<file path="config.mk">
export PLATFORM = sky130hd
export DESIGN_NAME = regfile_wb_queue
export DESIGN_NICKNAME = d
export VERILOG_FILES = /design/src/rtl/regfile_wb_queue.sv
export SDC_FILE = /design/constraint.sdc
export NUM_CORES = 1
export LEC_CHECK = 0
export ABC_CLOCK_PERIOD_IN_PS = 9400
export BUFFER_PORTS_ARGS = -buffer_cell sky130_fd_sc_hd__buf_2
export CAP_MARGIN = 20
export CORE_UTILIZATION = 59
export CTS_CLUSTER_DIAMETER = 100
export DETAILED_ROUTE_END_ITERATION = 7
export PLACE_DENSITY = 0.85
export SLEW_MARGIN = 20
export SYNTH_ARGS = -nofsm -noshare
export SYNTH_HDL_FRONTEND = slang
export SYNTH_SLANG_ARGS = --single-unit
</file>
<file path="constraint.sdc">
create_clock -name clk -period 9.4 [get_ports clk]
set_input_delay 0 -clock clk [delete_from_list [all_inputs] [get_ports clk]]
set_output_delay 0 -clock clk [all_outputs]
set_load 0.02 [all_outputs]
</file>
<file path="src/rtl/regfile_wb_queue.sv">
// Write-back FIFO between execute/memory and the register file write port, with
// youngest-entry forwarding for two read ports (built only when REGFILE_WBQ_FWD_EN is defined).
module regfile_wb_queue #(
    parameter int DEPTH      = 4,
    parameter int DATA_WIDTH = 32,
    parameter int ADDR_WIDTH = 5
) (
    input  logic                  clk,
    input  logic                  reset,
    input  logic                  in_valid,
    output logic                  in_ready,
    input  logic [ADDR_WIDTH-1:0] in_rd,
    input  logic [DATA_WIDTH-1:0] in_data,
    input  logic                  wb_stall,
    output logic                  reg_write,
    output logic [ADDR_WIDTH-1:0] write_reg,
    output logic [DATA_WIDTH-1:0] write_data,
    input  logic [ADDR_WIDTH-1:0] read_reg1,
    input  logic [ADDR_WIDTH-1:0] read_reg2,
    output logic                  fwd_hit1,
    output logic                  fwd_hit2,
    output logic [DATA_WIDTH-1:0] fwd_data1,
    output logic [DATA_WIDTH-1:0] fwd_data2,
    output logic                  empty
);

    localparam int PW = $clog2(DEPTH);
    localparam logic [PW:0] FULL_COUNT = (PW+1)'(DEPTH);

    logic [ADDR_WIDTH-1:0] rd_q   [DEPTH];
    logic [DATA_WIDTH-1:0] data_q [DEPTH];
    logic [DEPTH-1:0]      vld_q;
    logic [PW-1:0]         wp_q, wp_d;
    logic [PW-1:0]         rp_q, rp_d;
    logic [PW:0]           count_q, count_d;

    logic store;
    logic retire;

    assign empty      = (count_q == '0);
    assign in_ready   = (count_q != FULL_COUNT);
    assign reg_write  = !empty && !wb_stall;
    assign write_reg  = empty ? '0 : rd_q[rp_q];
    assign write_data = empty ? '0 : data_q[rp_q];

    // Writes to x0 complete the handshake but are dropped, never occupying a slot.
    assign store  = in_valid && in_ready && (in_rd != '0);
    assign retire = reg_write;

    always_comb begin
        wp_d    = wp_q;
        rp_d    = rp_q;
        count_d = count_q;
        if (store) begin
            wp_d = wp_q + 1'b1;
        end
        if (retire) begin
            rp_d = rp_q + 1'b1;
        end
        case ({store, retire})
            2'b10:   count_d = count_q + 1'b1;
            2'b01:   count_d = count_q - 1'b1;
            default: count_d = count_q;
        endcase
    end

    always_ff @(posedge clk or posedge reset) begin
        if (reset) begin
            wp_q    <= '0;
            rp_q    <= '0;
            count_q <= '0;
            vld_q   <= '0;
            for (int i = 0; i < DEPTH; i++) begin
                rd_q[i]   <= '0;
                data_q[i] <= '0;
            end
        end else begin
            wp_q    <= wp_d;
            rp_q    <= rp_d;
            count_q <= count_d;
            // Store and retire never target the same slot: that would need empty and full at once.
            if (store) begin
                rd_q[wp_q]   <= in_rd;
                data_q[wp_q] <= in_data;
                vld_q[wp_q]  <= 1'b1;
            end
            if (retire) begin
                vld_q[rp_q] <= 1'b0;
            end
        end
    end

`ifdef REGFILE_WBQ_FWD_EN
    logic [PW-1:0] scanIdx;

    // Walk oldest to youngest so the last match seen is the youngest one.
    always_comb begin
        fwd_hit1  = 1'b0;
        fwd_hit2  = 1'b0;
        fwd_data1 = '0;
        fwd_data2 = '0;
        scanIdx   = '0;
        for (int i = 0; i < DEPTH; i++) begin
            scanIdx = rp_q + PW'(i);
            if (vld_q[scanIdx] && (read_reg1 != '0) && (rd_q[scanIdx] == read_reg1)) begin
                fwd_hit1  = 1'b1;
                fwd_data1 = data_q[scanIdx];
            end
            if (vld_q[scanIdx] && (read_reg2 != '0) && (rd_q[scanIdx] == read_reg2)) begin
                fwd_hit2  = 1'b1;
                fwd_data2 = data_q[scanIdx];
            end
        end
    end
`else
    logic unused_fwd;

    assign unused_fwd = ^{read_reg1, read_reg2, vld_q};
    assign fwd_hit1   = 1'b0;
    assign fwd_hit2   = 1'b0;
    assign fwd_data1  = '0;
    assign fwd_data2  = '0;
`endif

endmodule

</file>
# Yosys cells after proc, flatten, opt, wreduce, memory -nomap -nowiden
# Index checks and enable logic that the tools add are counted.
[word_totals]
reg_bits = 155
latchBits = 0
ram_bits = 0
romBits = 0
inputBits = 51
output_inout_bits = 106
word_cells = 47
mem_count = 0
[op_classes]
addsub = 4
mul = 0
n_div = 0
n_lt_le_gt_ge = 3
eq_ne = 3
n_shift = 0
muxes = 15
bitwise = 2
n_reduce_logical = 9
[op_table]
columns = ["op", "count"]
rows = [
  ["$bwmux W128", 1],
  ["$mux W32", 4],
  ["$bmux W32 S2", 1],
  ["$demux W32 S2", 1],
  ["$bwmux W20", 1],
  ["$mux W5", 4],
  ["$bmux W5 S2", 1],
  ["$demux W5 S2", 1],
  ["$ge A3 B3 Y1 const B", 2],
  ["$not A2 Y3", 2],
  ["$pmux W3 S2", 1],
  ["$reduce_bool A5 Y1", 1],
  ["$add A2 B1 Y2 const B", 2],
  ["$logic_and A1 B1 Y1", 4],
  ["$add A3 B1 Y3 const B", 1],
  ["$logic_not A3 Y1", 1],
  ["$lt A3 B1 Y1 const B", 1],
  ["$ne A3 B3 Y1 const B", 1],
  ["$sub A3 B1 Y3 const B", 1],
  ["$eq A2 B1 Y1 const B", 1],
  ["$eq A2 B2 Y1 const B", 1],
  ["$logic_not A1 Y1", 2],
  ["$reduce_bool A2 Y1", 1],
]

# Logic depth before layout (Yosys ltp)
# Gate-level depths: netlist of run 1.
[depth]
depth_word = 6
depth_mapped = 9
depth_no_buf = 8

# Least setup slack after synthesis of run 1
# OpenSTA, ideal clock, no wires.
[synth_path]
path_type = "register to register"
start = "register count_q[0]"
end = "register count_q[2]"
setup_time_ns = 0.079
arrival_ns = 2.129
required_time_ns = 9.321
path_slack_ns = 7.192
path_stages_with_launch = 10
n_path_buf = 1
synth_period_minus_slack_ns = 2.208
path_cell_list = "dfrtp_1 nor3_1 clkbuf_1 nor2_1 ha_1 inv_1 fa_1 xor2_1 nor2_1 xor2_1"
[synth_via]
elab_chain_len = 5
elab_cells_between_ends = 12
cone_classes = "add/sub: 2; eq/ne: 3; mux: 1; reduce/logical: 6"
[synth_lines]
columns = ["item", "line_no", "source"]
rows = [
  ["from (decl)", "35", "logic [PW:0] count_q, count_d;"],
  ["from (signal assigned)", "80", "count_q <= count_d;"],
  ["$logic_not A3 Y1 (*)", "40", "assign empty = (count_q == '0);"],
  ["$logic_not A1 Y1 (*)", "42", "assign reg_write = !empty && !wb_stall;"],
  ["$logic_and A1 B1 Y1 (*)", "42", ""],
  ["net reg_write", "15", "output logic reg_write,"],
  ["$eq A2 B1 Y1 / $eq A2 B2 Y1 (equally long branches)", "60", "case ({store, retire})"],
  ["$pmux W3 S2 / $reduce_bool A2 Y1 (equally long branches)", "n/a", ""],
]
# Mark *: on every way through the listed nets, which the timed path passes. The rest lies on a longest branch.
# A chain may end at the register's enable or synchronous reset.

# Final worst setup path of run 1
[layout_path]
start = "register rp_q[1]"
end = "output write_data[7]"
[layout_via]
elab_chain_len = 5
[layout_lines]
columns = ["item", "line_no", "source"]
rows = [
  ["from (decl)", "34", "logic [PW-1:0] rp_q, rp_d;"],
  ["from (signal assigned)", "79", "rp_q <= rp_d;"],
  ["$not A2 Y3 (implied by the code)", "44", "assign write_data = empty ? '0 : data_q[rp_q];"],
  ["$bmux W32 S2", "44", ""],
  ["$mux W32 (implied by the code) (2 in a row)", "44", ""],
  ["$mux W32", "44", ""],
  ["to (decl)", "17", "output logic [DATA_WIDTH-1:0] write_data,"],
]
# Every way passes these cells. The select of a mux whose other input is x is not followed.

==> results of run 1 <==
## metrics by stage
step	hold slack [ns]	setup WS, ns	util [%]	cell area, sq um	cells
global route	0.296	6.59	70.6	8910	813
detailed placement	0.144	6.80	62.5	7890	740
finish	0.220	6.77	70.6	8910	813
global placement	0.122	6.86	62.5	7890	740
floorplan	0.103	5.22	-	7860	571
CTS	0.247	6.68	70.4	8890	812
## cell families after synthesis
kind of cell	synth area share, %
xor gates and xnor gates	0.690
and+or+nand+nor	3.94
other	0.0492
AOI/OAI and AO/OA	0.789
buffers and inverters	9.40
muxes	33.1
DFF	50.9
adders and majority gates	1.08
## report_power, final
group          switching [W]  internal (W)
combinational       0.000691      0.000824
sequential          0.000235       0.00102
clock               0.000250      0.000432
total                0.00118       0.00227
## worst max path at each step
stage          slack (ns)        endpoint  cells after the start        from
2_1_floorplan        5.22      count_q[0]                      1       reset
3_3_place_gp         6.86     data_q[120]                      6     wp_q[0]
3_5_place_dp         6.80      count_q[2]                      8  count_q[0]
4_1_cts              6.68   write_data[7]                      4     rp_q[1]
5_1_grt              6.59  write_data[30]                      4     rp_q[1]
6_report             6.77   write_data[7]                      4     rp_q[1]
## cell usage after synthesis
cell,instances,area (sq um)
buf_6,12,135
buf_1,2,7.51
nor3_1,1,5.00
clkbuf_1,5,18.8
dfrtp_1,155,3880
xor2_1,4,35.0
inv_1,8,30.0
mux2_2,149,1680
nand2_1,4,15.0
nor4_4,1,21.3
ha_1,5,62.6
nor3b_2,1,12.5
fa_1,1,20.0
buf_4,66,495
nor2_1,2,7.51
nor2b_1,37,231
mux4_2,37,833
nor3b_1,1,7.51
xnor2_1,2,17.5
clkinv_1,1,3.75
mux2i_1,1,10.0
buf_2,5,25.0
a211oi_2,4,50.1
conb_1,1,3.75
a211o_2,1,10.0
## per-layer routing
layer	up-vias	global-route usage [%]	routed length (um)
met1	2225	30.7	6160
met2	139	39.2	7200
met4	0	8.57	150
li1	1905	-	-
met5	-	0	0
met3	15	5.96	580
## sequential cells by signal, indices dropped and copies added, names as in the netlist
name and flops:
rp_q 2, rd_q 20, data_q 128, count_q 3
wp_q 2
## worst max-delay path, stage by stage, from the launching register on
cell and delay (ns):
dfrtp_2 0.80, buf_4 0.49, mux4_2 0.55, nor2b_1 0.16, buf_2 0.19
## layout make-up
cell class,instances,area (sq um)
Clock buffer,26,519
Clock inverter,6,82.6
Fill cell,864,3710
Inverter,9,38.8
Multi-Input combinational cell,317,3300
Sequential cell,155,3880
Tap cell,172,215
Timing Repair Buffer,128,868
==> metrics.cfg, run 1 <==
[floorplanning]
top_level_ports=157
die-height_um=116
die_w_um=116
start_util_pct=60.3
dieArea_sq_um=13400
core.rowCount=41
core_sq_um=12600

[grt]
grt_pass1_wl_um=23400
track_usage_pct=23.7
grt-ovfl-total=0
grt_max_degree=85
antenna_found_initial=0
grt_pass1_vias=4694

[power]
vdd_drop_max_mv=0.216
leakage_nw=3.93
powerDensity_nw_per_um2=387
power_w=0.00345

[final_layout]
final_common_cell=dfrtp_1
nets=685
antenna-diode-count=0
syn_to_final_growth_pct=17.0
drive_gt1_share_pct=49.0
layout.cells.most_common_list=dfrtp_1, mux2_2, buf_2

[drt]
drt-total-wl_um=14100
ant_nets=0
wire_per_inst_um=17.3
drc=0
first_pass_iters=4
vias_per_cell=5.27
dr_total_vias=4284
dr.first_iter.drc_count=169

[worst_setup_path]
rrSetupSlack_ns=6.77
rr_worst_depth=8
arrival_ns=2.63
r2r-end=count_q[2]
reg2reg_from=count_q[0]
crit_type=flip-flop to primary output
critical_path.max_fanout=20
critPathLaunchType=flip-flop
critPathCaptureType=primary output
cp.required_ns=9.40

[run_status]
status=finished, final reports clean

[sta]
rsz0062_at_grt=false
fmax_mhz=380
fin_tns_setup_ns=0
fin_crit_sh_pct=28.0
max_slew_margin_pct=27.8
tightest_slew_ns=1.08
skew_ns=0.0126
hold_viol=0
setup_violations=0
slew_viol_final=0
post-route-min-period_ns=2.63

[cts]
post-cts-setup-buffers=0
ctsHoldBuffers=40
postCtsResizedCells=0
path_clk_slew_ns=0.06
cts_htree_levels=4
cts_tree=built
worstSkewPairLatency_ns=0.42
cts_inserted_buffers=17
cts_sinks=155
clockBufferDepth=2
root_buffer=clkbuf_16

[synthesis]
synth-seq-cells=155
netlist_area_sq_um=7610
ys_warn_count=0
synth.distinct_cells=25
ys_seq_area_share_pct=50.9
syn_inst=506
avgSynthCellArea_sq_um=15.0

[place]
gp_congestion=0.754
hpwl_um=8550
port_buffers=80

[job]
maxCapViolCount=0

[hold_path]
hp-class=input port to asynchronous set/reset pin

Power figures use the tool's default switching activity.
==> run 2, diff against run 1 <==
--- a/config.mk
+++ b/config.mk
@@ -5,13 +5,14 @@
 export SDC_FILE = /design/constraint.sdc
 export NUM_CORES = 1
 export LEC_CHECK = 0
-export ABC_CLOCK_PERIOD_IN_PS = 9400
+export ABC_AREA = 1
+export ABC_CLOCK_PERIOD_IN_PS = 2200
 export BUFFER_PORTS_ARGS = -buffer_cell sky130_fd_sc_hd__buf_2
 export CAP_MARGIN = 20
-export CORE_UTILIZATION = 59
+export CORE_UTILIZATION = 51
 export CTS_CLUSTER_DIAMETER = 100
 export DETAILED_ROUTE_END_ITERATION = 7
-export PLACE_DENSITY = 0.85
+export PLACE_DENSITY = 0.77
 export SLEW_MARGIN = 20
 export SYNTH_ARGS = -nofsm -noshare
 export SYNTH_HDL_FRONTEND = slang
==> constraint.sdc (replaced) <==
create_clock -name clk -period 2.2 [get_ports clk]
set_input_delay 0 -clock clk [delete_from_list [all_inputs] [get_ports clk]]
set_output_delay 0 -clock clk [all_outputs]
set_load 0.02 [all_outputs]
==> run 2 against run 1 <==
  * Synthesized cell count grew 110%
  * Combinational power grew to 4.8 times the previous value
  * Critical path depth grew 5
  * Highest routed layer unchanged
  * Design area grew 8.1%
  * Utilization shrank 10 points
==> metrics.cfg, run 2 <==
[sta]
fin_crit_sh_pct=92.4
timing.hold.ws_ns=0.0650  ; -0.155 ns
skew_ns=0.00675  ; -0.00589 ns
slew_viol_final=0  ; unchanged
hold_viol=0  ; unchanged
fin_tns_setup_ns=0  ; unchanged
rsz0062_at_grt=false
tightest_slew_ns=0.732  ; -0.347 ns
setup_violations=0  ; unchanged
fmax_mhz=492
post-route-min-period_ns=2.03
worst_slack_ns=0.166  ; -6.60 ns
max_slew_margin_pct=51.2  ; +23 points

[drt]
dr.first_iter.drc_count=739  ; +340%
ant_nets=0  ; unchanged
drt-total-wl_um=21700  ; +54%
vias_per_cell=5.45  ; +3.5%
drc=0  ; unchanged
first_pass_iters=5  ; +1
dr_total_vias=7471  ; +74%
wire_per_inst_um=15.9  ; -8.4%

[power]
swShare_pct=44.4  ; +10 points
power_frac_clock_pct=20.4  ; +0.6 points
seqPwrFrac_pct=31.7  ; -4.6 points
leakage_nw=4.97  ; +27%
powerDensity_nw_per_um2=1590  ; +310%
p_int_w=0.00850  ; +270%
switching_power_w=0.00678  ; +480%
power_w=0.0153  ; +340%
vdd_drop_max_mv=0.788  ; +260%
p_comb_share_pct=47.9  ; +4.0 points

[grt]
grt_pass1_wl_um=35900  ; +53%
track_usage_pct=27.8  ; +4.1 points
grt-ovfl-total=0  ; unchanged
grt_max_degree=155  ; +82%
grt_pass1_vias=6842  ; +46%
antenna_found_initial=0  ; unchanged

[cts]
cts_tree=built
worstSkewPairLatency_ns=0.43  ; about the same
path_clk_slew_ns=0.06  ; about the same
clockBufferDepth=2  ; unchanged
cts_inserted_buffers=17  ; unchanged
root_buffer=clkbuf_16
cts_sinks=155  ; unchanged
post-cts-setup-buffers=0  ; unchanged
cts_htree_levels=4  ; unchanged

[synthesis]
avgSynthCellArea_sq_um=7.78  ; -48%
synth_edf_count=0  ; unchanged
netlist_area_sq_um=8270  ; +8.7%
netlist_top_cells_area=dfrtp_1, nand2_1, nand4_1, nor2_1, buf_4
yosysMostFrequentCell=nand2_1
synth-seq-cells=155  ; unchanged
synth_common_cells=nand2_1, dfrtp_1, nor2_1, nand4_1, o21ai_0
synth_top_area_share_pct=46.9  ; -4.1 points
synth.distinct_cells=22  ; -12%
synthArstFlopShare_pct=100  ; unchanged
ys_seq_area_share_pct=46.9  ; -4.1 points
synth-main-ff-cell=dfrtp_1
ys_warn_count=0  ; unchanged
synth_top_area_cell=dfrtp_1
syn_inst=1064  ; +110%

[final_layout]
antenna-diode-count=0  ; unchanged
final_common_cell=nand2_1
syn_to_final_growth_pct=16.3
nets=1198  ; +75%
utilization_pct=60.6  ; -10 points
top_regs=data_q x128, rd_q x20, count_q x3
regMostFlops=data_q
drive_gt1_share_pct=13.1  ; -36 points
fill_cells=1443  ; +67%
largest_register_ffs=128  ; unchanged
layout.cells.most_common_list=nand2_1, dfrtp_1, nor2_1

[worst_setup_path]
critPathCaptureType=flip-flop
crit_type=flip-flop to flip-flop
critPathLaunchType=flip-flop
cp.required_ns=2.55  ; -6.85 ns
rrSetupSlack_ns=0.17  ; -6.60 ns
arrival_ns=2.38  ; -0.25 ns
critical_path.max_fanout=3  ; -85%

[floorplanning]
die-height_um=129  ; +12%
start_util_pct=52.1  ; -8.3 points
die_w_um=129  ; +12%
core.rowCount=46  ; +12%
core_sq_um=15900  ; +26%
dieArea_sq_um=16700  ; +25%
top_level_ports=157  ; unchanged

[place]
port_buffers=80  ; unchanged
hpwl_um=12100  ; +42%
gp_congestion=0.776  ; +2.9%
dp_slack_ns=0.111  ; -6.69 ns

[job]
maxCapViolCount=0  ; unchanged

[run_status]
status=finished, final reports clean

[hold_path]
hp-class=input port to flip-flop

run 2: cell count changes after synthesis, sizes merged, moves of 37 or more:
cell | previous run | this run
a21oi | 0 | 39
buf | 85 | 129
mux2 | 149 | 0
mux4 | 37 | 0
nand2 | 4 | 307
nand4 | 0 | 148
nor2 | 2 | 151
nor2b | 37 | 0
o21ai | 0 | 76
run 2: layout make-up:
type / instances / area (sq um) / share of cell area [%]
Timing Repair Buffer: 149 / 1110 / 11.5
Multi-Input combinational cell: 805 / 3690 / 38.3
Inverter: 13 / 52.6 / 0.546
Tap cell: 216 / 270 / 2.81
Clock buffer: 20 / 457 / 4.74
Sequential cell: 155 / 3880 / 40.3
Clock inverter: 12 / 169 / 1.75
run 2: worst max-delay path: stages (launching register included):
cell     delay, ns
dfrtp_1       0.40
nor2_2        0.22
a21oi_4       0.09
nand2_1       0.11
ha_1          0.15
inv_1         0.06
fa_1          0.37
or2_2         0.30
nand2_1       0.08
xor2_1        0.15
run 2: power by group through the flow:
stage | Combinational, W | Clock [W] | Sequential (W)
floorplan | 0.00521 | 0 | 0.00469
global placement | 0.00707 | 0 | 0.00480
detailed placement | 0.00722 | 0 | 0.00486
CTS | 0.00732 | 0.00315 | 0.00482
global route | 0.00816 | 0.00328 | 0.00500
finish | 0.00732 | 0.00312 | 0.00484
run 2: cell families (layout without fill, tap and decap cells):
family                   count (synthesis)  in the layout  share of synthesized area [%]
other                                    1             66                         0.0453
adder cells (fa/ha/maj)                  6              6                          0.998
AND/OR/NAND/NOR                        615            615                           33.2
XOR/XNOR                                 3              3                          0.318
flip-flops                             155            155                           46.9
AO/OA/AOI/OAI                          115            115                           7.00
buffers and inverters                  169            194                           11.6
run 2: timing repair:
item,CTS,global route
hold endpoints to repair,305,0
resized for setup,0,2
hold buffers,39,0
setup endpoints to repair,0,15
run 2: worst paths after layout:
check | cells past startpoint | end | from
worst max-delay path | 9 | count_q[2] | count_q[1]
worst min-delay path | 6 | wp_q[0] | in_valid
worst max register to register | 9 | count_q[2] | count_q[1]
worst min register to register | 2 | data_q[74] | data_q[74]
max in group asynchronous | 4 | rp_q[0] | reset
min in group asynchronous | 4 | data_q[96] | reset
run 2: metrics by stage:
step	instance area, sq um	std cells
3_3_place_gp	8600	1299
5_1_grt	9630	1370
2_1_floorplan	8520	1129
3_5_place_dp	8600	1299
4_1_cts	9620	1370
6_report	9630	1370
run 2: layer usage:
metal	track usage (%)	vias up	share of wire, %
li1	-	3570	-
met1	38.6	3571	44
met2	43.9	298	48
met3	5.08	32	6.8
met4	9.41	0	1.8
met5	0	-	0
